<file path="src/rtl/seg_shift_rx.sv">
// seg_shift_rx: serial-to-parallel receiver for the LSB-first 7-segment shift link
//   clk       system clock, rising edge
//   rst_n     asynchronous active-low reset
//   sen       shift enable, one bit per cycle while high
//   sin       serial data, LSB first, idles high
//   data      last complete frame, bit 0 = first bit received
//   valid     one-cycle pulse when data is updated
//   busy      registered, high while in SHIFT
//   err_short sticky, last frame ended early
//   err_long  sticky, a 0 was seen after a complete frame
module seg_shift_rx #(
   parameter int WIDTH = 64,
   parameter int CNT_W = 7
) (
   input  logic             clk,
   input  logic             rst_n,
   input  logic             sen,
   input  logic             sin,
   output logic [WIDTH-1:0] data,
   output logic             valid,
   output logic             busy,
   output logic             err_short,
   output logic             err_long
);
   typedef enum logic [1:0] {IDLE, SHIFT, HOLD} state_t;
   state_t           state, next;
   logic [WIDTH-1:0] sr, sr_nxt;
   logic [CNT_W-1:0] cnt;
   logic             last;
   // The oldest bit falls off the bottom; after WIDTH samples bit 0 is the first one.
   assign sr_nxt = {sin, sr[WIDTH-1:1]};
   assign last   = (cnt == CNT_W'(WIDTH - 1));
   always_ff @(posedge clk or negedge rst_n)
      if (!rst_n) state <= IDLE;
      else        state <= next;
   always_comb begin
      next = state;
      unique case (state)
         IDLE:    next = sen ? SHIFT : IDLE;
         SHIFT:   next = !sen ? IDLE : (last ? HOLD : SHIFT);
         HOLD:    next = sen ? HOLD : IDLE;
         default: next = IDLE;
      endcase
   end
   always_ff @(posedge clk or negedge rst_n)
      if (!rst_n) begin
         sr        <= '0;
         cnt       <= '0;
         data      <= '0;
         valid     <= 1'b0;
         busy      <= 1'b0;
         err_short <= 1'b0;
         err_long  <= 1'b0;
      end else begin
         valid <= 1'b0;
         busy  <= (next == SHIFT);
         unique case (state)
            IDLE:
               if (sen) begin
                  sr        <= {sin, {(WIDTH-1){1'b0}}};
                  cnt       <= CNT_W'(1);
                  err_short <= 1'b0;
                  err_long  <= 1'b0;
               end else cnt <= '0;
            SHIFT:
               if (sen) begin
                  sr  <= sr_nxt;
                  cnt <= cnt + 1'b1;
                  // WIDTH-th sample: publish on this same edge so valid follows the last bit.
                  if (last) begin
                     data  <= sr_nxt;
                     valid <= 1'b1;
                  end
               end else err_short <= 1'b1;
            HOLD:
               if (sen && !sin) err_long <= 1'b1;
            default: ;
         endcase
      end
endmodule

</file>
<file path="config.mk">
export PLATFORM = sky130hd
export DESIGN_NAME = seg_shift_rx
export DESIGN_NICKNAME = d
export VERILOG_FILES = /design/src/rtl/seg_shift_rx.sv
export SDC_FILE = /design/constraint.sdc
export NUM_CORES = 1
export LEC_CHECK = 0
export CELL_PAD_IN_SITES_DETAIL_PLACEMENT = 1
export CELL_PAD_IN_SITES_GLOBAL_PLACEMENT = 1
export CORE_ASPECT_RATIO = 1.5
export CORE_UTILIZATION = 30
export CTS_CLUSTER_SIZE = 30
export DETAILED_ROUTE_END_ITERATION = 10
export PLACE_DENSITY_LB_ADDON = 0.1
export SYNTH_ARGS = -nofsm -noshare
export SYNTH_HDL_FRONTEND = slang
export SYNTH_SLANG_ARGS = --single-unit
</file>
<file path="constraint.sdc">
create_clock -name clk -period 2 [get_ports clk]
set_clock_uncertainty 0.2 [all_clocks]
set_input_delay 0.6 -clock clk [delete_from_list [all_inputs] [get_ports clk]]
set_output_delay 0.6 -clock clk [all_outputs]
set_load 0.03 [all_outputs]
</file>
==> results of run 1 <==
-- registers in the layout, indices dropped and copies added (netlist names) --
signal and flops:
busy 1, state 2, data 64, valid 1, cnt 7, sr 63, err_short 1, err_long 1
-- placed cells by master, fill, tap and decap left out, drive strengths merged, types with 2 or more instances in the layout --
cell type / n
nand3: 4
a21oi: 2
clkdlybuf4s15: 34
mux2: 65
clkbuf: 37
a22o: 63
nand2: 6
dlygate4sd2: 20
nand4: 2
or4: 2
clkinv: 6
buf: 30
bufinv: 2
nand3b: 3
nor2: 6
nand2b: 2
o21ai: 3
xor2: 2
inv: 6
nor3: 2
dfrtp: 140
-- power by group through the flow --
| stage | Clock (W) | Sequential [W] | Combinational (W) |
|---|---|---|---|
| detailed placement | 0 | 0.00292 | 0.000240 |
| global placement | 0 | 0.00292 | 0.000236 |
| finish | 0.00315 | 0.00287 | 0.000237 |
| CTS | 0.00325 | 0.00287 | 0.000243 |
| floorplan | 0 | 0.00293 | 0.0000765 |
| global route | 0.00337 | 0.00287 | 0.000266 |
-- metrics by stage --
stage	instances	hold slack, ps	instance area [um^2]	setup WS [ps]	utilization
floorplan	339	104	5220	26.7	-
global placement	618	266	6330	-428	0.375
detailed placement	618	274	6330	-457	0.375
CTS	654	283	6940	-45.8	0.410
global route	661	301	7060	-8.83	0.417
finish	661	277	7060	35.4	0.417
-- how the worst min path moves through the flow --
stage | endpoint | slack [ps] | depth (start not counted)
after CTS | data[13] | 280 | 1
after detailed placement | data[13] | 270 | 1
final | data[8] | 280 | 1
after global routing | data[13] | 300 | 1
after global placement | data[9] | 270 | 1
after floorplan | busy | 100 | 0
-- metal layers --
metal  share of wire  GRT usage
met5               0          0
met4           0.022     0.0600
met3           0.050     0.0423
met2            0.51      0.233
met1            0.42      0.176
-- cells by family (layout without fill, tap and decap cells) --
| logic type | count (synthesis) | after routing | share of synthesized area |
|---|---|---|---|
| DFF | 140 | 140 | 0.672 |
| AOI/OAI and AO/OA | 73 | 73 | 0.118 |
| muxes | 65 | 65 | 0.140 |
| and+or+nand+nor | 31 | 31 | 0.0336 |
| buffers and inverters | 27 | 139 | 0.0309 |
| xor gates and xnor gates | 2 | 2 | 0.00336 |
| adders and majority gates | 1 | 1 | 0.00240 |
-- layout make-up --
class | instances | area (um^2) | share of cell area
clock buffer | 20 | 457 | 0.0647
inverter | 3 | 11.3 | 0.00160
tap | 210 | 263 | 0.0372
sequential | 140 | 3500 | 0.496
multi-input combinational | 172 | 1600 | 0.226
timing repair buffer | 104 | 1090 | 0.155
clock inverter | 12 | 135 | 0.0191
-- timing repair --
item,in CTS,in global routing
setup buffers,2,2
endpoints found under the hold margin,21,0
hold buffers,1,0
setup endpoints to repair,119,107
resized for setup,86,53
gates cloned,1,5
pin swaps,0,2
==> flow_summary_export.csv, run 1 <==
group,metric,value,unit
power_and_ir_drop,p_total,0.00626,W
critical_path,critPathKind,"reg -> out",
timing,fin_crit_sh,0.982,
power_and_ir_drop,comb_power_share,0.038,
floorplan,ios,72,
synthesis,netlist_instances,339,
clock_tree,clk_latency,410,ps
critical_path,crit_cells,1,
timing,min_period,1960,ps
global_route,antenna_found_initial,0,
status,status,"finished clean",
synthesis,syn_area,0.00522,mm^2
critical_path,crit_path_start,"data[30]",
placed_design,place_hpwl,7.22,mm
power_and_ir_drop,p_per_area,887,mW/mm^2
worst_hold_path,hold_class,"reg -> reg",
critical_path,cp-end-kind,"primary output",
critical_path,path_max_fanout,2,
synthesis,seq_area_frac_synth,0.672,
clock_tree,cts.clk_slew.worst_paths,60,ps
global_route,grt.total_usage,0.143,
power_and_ir_drop,pwr-share-seq,0.459,
critical_path,r2r-start,"cnt[0]",
synthesis,synth.top_cells.by_area,"dfrtp_1 (67%), a22o_1 (11%), mux2_1 (8.2%), mux2_2 (5.8%), buf_2 (1.2%)",
global_route,grt_pass1_vias,3612,
cells_and_area,layout-drive-gt1-share,0.253,
synthesis,synth_edf_count,0,
synthesis,netlist_top_cells_count,"dfrtp_1 (140), a22o_1 (63), mux2_1 (38)",
placed_design,io_buffers,71,
critical_path,critical_path.slowest_cell,"dfrtp_1",
floorplan,coreArea,0.0169,mm^2
drt,routedWlPerCell,18.4,um
critical_path,path_cells,"clkdlybuf4s15_1",
timing,slew_viol_final,0,
synthesis,yosys_warnings,0,
worst_hold_path,hp-start,"data[8]",
power_and_ir_drop,p_leak,3.57,nW
synthesis,postSynthRegisterBits,140,
timing,maxSlewHeadroom,0.763,
cells_and_area,fin_nets,443,
global_route,grt_start_max_net_pins,45,
synthesis,synthArstFlopShare,1.00,
timing,hold_viol,0,
critical_path,reg2reg_depth,6,
critical_path,cp_top_family,"flip-flops",
floorplan,std_cell_rows,58,
synthesis,ys.flop_type,"dfrtp_1",
cells_and_area,diodes,0,
synthesis,synth.top_cell.area_share,0.672,
clock_tree,clockBufferDepth,2,
power_and_ir_drop,internal_power,0.00485,W
timing,max_freq,0.509,GHz
critical_path,r2r_slack,70,ps
clock_tree,cts_sinks,140,
cells_and_area,fill_cells,1724,
drt,wl,12.1,mm
drt,drt_iter0_markers,98,
clock_tree,cts_tree,"yes",
critical_path,cp_slowest_stage_delay,380,ps
floorplan,die_x,110,um
power_and_ir_drop,ir_drop,452,uV
power_and_ir_drop,switching_share,0.225,
clock_tree,root_buffer,"clkbuf_16",
critical_path,critPathBufInv,1,
power_and_ir_drop,clkPwrFrac,0.503,
drt,ant_nets,0,
drt,vias,3244,
global_route,grt_pass1_wl,19.4,mm
placed_design,gp_congestion,0.691,
floorplan,die_area,0.0179,mm^2
job,maxCapViolCount,0,
clock_tree,htreeDepth,4,
synthesis,synth_top_cell_by_area,"dfrtp_1",
cells_and_area,syn2layout_area_growth,35.3,%
timing,final.setup.tns,0,ps
critical_path,required,1200,ps
floorplan,dieHeight,163,um
drt,first_pass_iters,4,
critical_path,worstSetupEndpoint,"data[30]",
synthesis,synth_nets,344,
synthesis,avgSynthCellArea,15.4,um^2
timing,setup_viol,0,
critical_path,rr_endpoint,"data[10]",
power_and_ir_drop,power_switching,0.00141,W
clock_tree,numCtsBuffers,17,
timing,worst_pin_slew,356,ps
drt,drc,0,
synthesis,ys_types,33,
synthesis,synth_most_common_cell,"dfrtp_1",
drt,vias_per_cell,4.91,
global_route,grt-ovfl-total,0,
critical_path,startpoint_type,"register",
floorplan,initial_core_util,0.308,
critical_path,cp.arrival,1160,ps
No activity file was read; power rests on OpenSTA's default activity.
==> run 2, diff against run 1 <==
==> constraint.sdc (replaced) <==
create_clock -name clk -period 2.46 [get_ports clk]
set_clock_uncertainty 0.2 [all_clocks]
set_input_delay 0.738 -clock clk [delete_from_list [all_inputs] [get_ports clk]]
set_output_delay 0.738 -clock clk [all_outputs]
set_load 0.03 [all_outputs]
==> flow_summary_export.csv, run 2 (synthesized netlist as in run 1, its figures left out) <==
group,metric,value,unit
global_route,grt-ovfl-total,0,
cells_and_area,largest-register,"data",
critical_path,path_cells,"clkdlybuf4s50_1",
critical_path,critPathKind,"reg -> out",
cells_and_area,postLayoutCellArea,0.00693,mm^2
cells_and_area,fin_nets,432,
placed_design,place_hpwl,7.40,mm
timing,min_period,2400,ps
clock_tree,holdBufCountCts,0,
cells_and_area,syn2layout_area_growth,32.9,%
critical_path,startpoint_type,"register",
critical_path,cp.arrival,1460,ps
global_route,grt_pass1_vias,3543,
cells_and_area,layout-drive-gt1-share,0.193,
critical_path,critical_path.slowest_cell,"clkdlybuf4s50_1",
floorplan,coreArea,0.0169,mm^2
clock_tree,cts_sinks,140,
global_route,grt_pass1_wl,19.3,mm
placed_design,io_buffers,71,
job,maxCapViolCount,0,
timing,hold_viol,0,
critical_path,cp_slowest_stage_delay,680,ps
cells_and_area,final_common_cell,"dfrtp_1",
cells_and_area,final_cell_mix,"dfrtp_1 (140), a22o_1 (63), clkdlybuf4s50_1 (58)",
cells_and_area,multi_input_area,0.00157,mm^2
drt,vias,3217,
critical_path,cp_top_family,"buffers and inverters",
timing,fin_crit_sh,0.974,
cells_and_area,largest_reg_flops,64,
power_and_ir_drop,p_total,0.00503,W
clock_tree,htreeDepth,4,
power_and_ir_drop,p_per_area,725,mW/mm^2
drt,wl,11.5,mm
cells_and_area,diodes,0,
global_route,antenna_found_initial,0,
drt,routedWlPerCell,17.7,um
timing,setup_viol,0,
global_route,grt_start_max_net_pins,47,
drt,ant_nets,0,
critical_path,r2r_slack,350,ps
clock_tree,cts_tree,"yes",
timing,worst_pin_slew,397,ps
floorplan,initial_core_util,0.308,
drt,first_pass_iters,5,
cells_and_area,top_regs,"data (64), sr (63), cnt (7)",
placed_design,dpl-instance-area,0.00634,mm^2
status,status,"finished clean",
floorplan,die_area,0.0179,mm^2
timing,maxSlewHeadroom,0.736,
floorplan,die_x,110,um
clock_tree,cts.clk_slew.worst_paths,60,ps
floorplan,dieHeight,163,um
global_route,grt.total_usage,0.145,
clock_tree,numCtsBuffers,17,
cells_and_area,regArea,0.00350,mm^2
critical_path,critPathBufInv,1,
clock_tree,clockBufferDepth,2,
clock_tree,clk_latency,420,ps
floorplan,std_cell_rows,58,
critical_path,cp-end-kind,"primary output",
critical_path,path_max_fanout,2,
placed_design,gp_congestion,0.695,
timing,rsz0062_at_grt,"false",
floorplan,ios,72,
drt,vias_per_cell,4.95,
timing,max_freq,0.417,GHz
power_and_ir_drop,p_leak,3.47,nW
drt,drc,0,
critical_path,required,1520,ps
cells_and_area,fill_cells,1729,
power_and_ir_drop,ir_drop,340,uV
clock_tree,root_buffer,"clkbuf_16",
timing,slew_viol_final,0,
drt,drt_iter0_markers,82,
worst_hold_path,hold_class,"in -> async",
-- run 2: stage by stage --
| stage | setup WS, ps | instances | TNS (ps) | utilization | hold slack [ps] |
|---|---|---|---|---|---|
| after detailed placement | -161 | 618 | -8650 | 0.375 | 274 |
| final | 63.5 | 650 | 0 | 0.410 | 26.1 |
| after global placement | -144 | 618 | -8010 | 0.375 | 266 |
| after CTS | 2.24 | 650 | 0 | 0.409 | 18.6 |
| after floorplan | 281 | 339 | 0 | - | 242 |
| after global routing | 2.87 | 650 | 0 | 0.410 | 38.7 |
-- run 2: path summary, 6_finish.rpt --
check / start / to / cells after the start
max in group asynchronous: rst_n / sr[47] / 2
min reg2reg: data[13] / data[13] / 1
min: rst_n / data[3] / 1
min in group clk: data[13] / data[13] / 1
max reg2reg: cnt[1] / data[42] / 6
max: data[46] / data[46] / 1
-- run 2: cell type report --
type                    count  area share
clock buffers              20      0.0659
clock inverters            12      0.0175
inverters                   3     0.00162
multi-input cells         172       0.227
flip-flops and latches    140       0.505
well taps                 210      0.0379
repair buffers             93       0.145
-- run 2: where the power goes --
group	switching, W	total, W	internal (W)
clock	0.000984	0.00252	0.00153
sequential	0.0000164	0.00234	0.00232
combinational	0.000118	0.000174	0.0000556
-- run 2: timing repair --
item                                    in CTS  in global routing
resized for setup                            4                  8
setup buffers                                0                  0
endpoints found under the setup margin       4                  8
-- run 2: layer usage --
metal / share of wire / wire length (um) / global-route usage / vias to the layer above
met3: 0.037 / 422 / 0.0471 / 17
met4: 0.018 / 206 / 0.0655 / 0
met1: 0.43 / 4930 / 0.179 / 1718
met5: 0 / 0 / 0 / -
li1: - / - / - / 1420
met2: 0.52 / 5930 / 0.230 / 62
==> run 3, diff against run 2 <==
--- a/config.mk
+++ b/config.mk
@@ -8,6 +8,7 @@
 export CELL_PAD_IN_SITES_DETAIL_PLACEMENT = 1
 export CELL_PAD_IN_SITES_GLOBAL_PLACEMENT = 1
 export CORE_ASPECT_RATIO = 1.5
+export CORE_MARGIN = 3
 export CORE_UTILIZATION = 30
 export CTS_CLUSTER_SIZE = 30
 export DETAILED_ROUTE_END_ITERATION = 10
==> flow_summary_export.csv, run 3 (synthesized netlist as in run 1, its figures left out) <==
group,metric,value,unit
global_route,grt_pass1_vias,3602,
critical_path,path_max_fanout,2,
drt,routedWlPerCell,17.3,um
cells_and_area,final_cell_mix,"dfrtp_1 (140), clkdlybuf4s50_1 (68), a22o_1 (63)",
critical_path,cp_slowest_stage_delay,680,ps
drt,ant_nets,0,
global_route,antenna_found_initial,0,
clock_tree,cts.clk_slew.worst_paths,60,ps
clock_tree,cts_tree,"yes",
clock_tree,clockBufferDepth,2,
cells_and_area,fin_nets,431,
cells_and_area,largest-register,"data",
timing,worst_pin_slew,586,ps
timing,fin_crit_sh,0.976,
global_route,grt_start_max_net_pins,58,
critical_path,startpoint_type,"register",
floorplan,initial_core_util,0.308,
global_route,grt.total_usage,0.130,
drt,vias,3179,
drt,drc,0,
cells_and_area,fin_util,0.412,
power_and_ir_drop,p_total,0.00508,W
placed_design,io_buffers,71,
worst_hold_path,hold_class,"in -> async",
timing,hold_viol,0,
clock_tree,root_buffer,"clkbuf_16",
cells_and_area,top_regs,"data (64), sr (63), cnt (7)",
timing,setup_viol,0,
timing,rsz0062_at_grt,"false",
floorplan,die_x,114,um
clock_tree,htreeDepth,4,
power_and_ir_drop,p_leak,3.36,nW
timing,min_period,2400,ps
critical_path,cp.arrival,1460,ps
critical_path,required,1520,ps
clock_tree,clk_latency,410,ps
critical_path,critPathBufInv,1,
placed_design,place_hpwl,7.26,mm
critical_path,critical_path.slowest_cell,"clkdlybuf4s50_1",
floorplan,coreArea,0.0169,mm^2
job,maxCapViolCount,0,
critical_path,cp-end-kind,"primary output",
power_and_ir_drop,p_per_area,730,mW/mm^2
timing,max_freq,0.417,GHz
cells_and_area,diodes,0,
cells_and_area,largest_reg_flops,64,
floorplan,std_cell_rows,58,
floorplan,die_area,0.0190,mm^2
timing,final.setup.tns,0,ps
clock_tree,holdBufCountCts,0,
placed_design,gp_congestion,0.667,
global_route,grt_pass1_wl,19.5,mm
clock_tree,numCtsBuffers,17,
cells_and_area,syn2layout_area_growth,33.4,%
floorplan,dieHeight,167,um
status,status,"finished clean",
timing,maxSlewHeadroom,0.610,
critical_path,cp_top_family,"buffers and inverters",
clock_tree,cts_sinks,140,
power_and_ir_drop,ir_drop,486,uV
global_route,grt-ovfl-total,0,
timing,slew_viol_final,0,
drt,wl,11.2,mm
drt,drt_iter0_markers,122,
cells_and_area,layout-drive-gt1-share,0.191,
drt,first_pass_iters,4,
cells_and_area,final_common_cell,"dfrtp_1",
critical_path,critPathKind,"reg -> out",
floorplan,ios,72,
drt,vias_per_cell,4.90,
critical_path,path_cells,"clkdlybuf4s50_1",
## run 3: cell types whose count changed in the layout (fill, tap and decap cells not counted)
cell             previous run  this run
clkinvlp_4                  3         2
clkdlybuf4s50_1            58        68
buf_4                      13        10
buf_12                      9        11
clkinv_4                    1         3
inv_6                       0         6
clkbuf_8                    2         1
clkinv_2                    6         0
dlymetal6s2s_1              8         2
dlygate4sd2_1               4         0
## run 3: timing repair
action	CTS	global route
gates resized for setup	0	2
setup endpoints to repair	0	2
buffers inserted	0	0
## run 3: cell type report
cell class	count	area (um^2)
clock inverters	13	154
flip-flops and latches	140	3500
inverters	3	11.3
well taps	210	263
multi-input cells	172	1570
repair buffers	92	1010
fillers	1763	9950
clock buffers	19	443
## run 3: worst paths after layout
check	to	slack, ps	startpoint	depth (start not counted)
setup reg to reg	data[60]	310	cnt[1]	6
setup / recovery	data[26]	60	data[26]	1
max in group asynchronous	data[9]	1380	rst_n	2
min in group clk	data[10]	290	data[10]	1
hold reg to reg	data[10]	290	data[10]	1
hold / removal	sr[4]	110	rst_n	1
## run 3: where the power goes
part | switching (W) | leakage (nW) | total, W | internal (W)
clock network | 0.00102 | 0.286 | 0.00256 | 0.00155
registers | 0.0000169 | 1.94 | 0.00234 | 0.00232
logic | 0.000121 | 1.13 | 0.000182 | 0.0000612
## run 3: metrics by stage
step	cells	hold slack (ps)	setup slack (ps)	instance area, um^2
after floorplan	339	242	281	5220
after global placement	617	271	-137	6360
after detailed placement	617	275	-173	6360
after CTS	649	128	13.2	6950
after global routing	649	137	1.48	6960
final	649	106	60.1	6960
## run 3: per-layer routing
layer  track usage  vias up  share of wire
met1         0.165     1690           0.44
met5             0        -              0
met2         0.211       56           0.51
met4        0.0486        0         0.0088
met3        0.0354        4          0.035
li1              -     1429              -
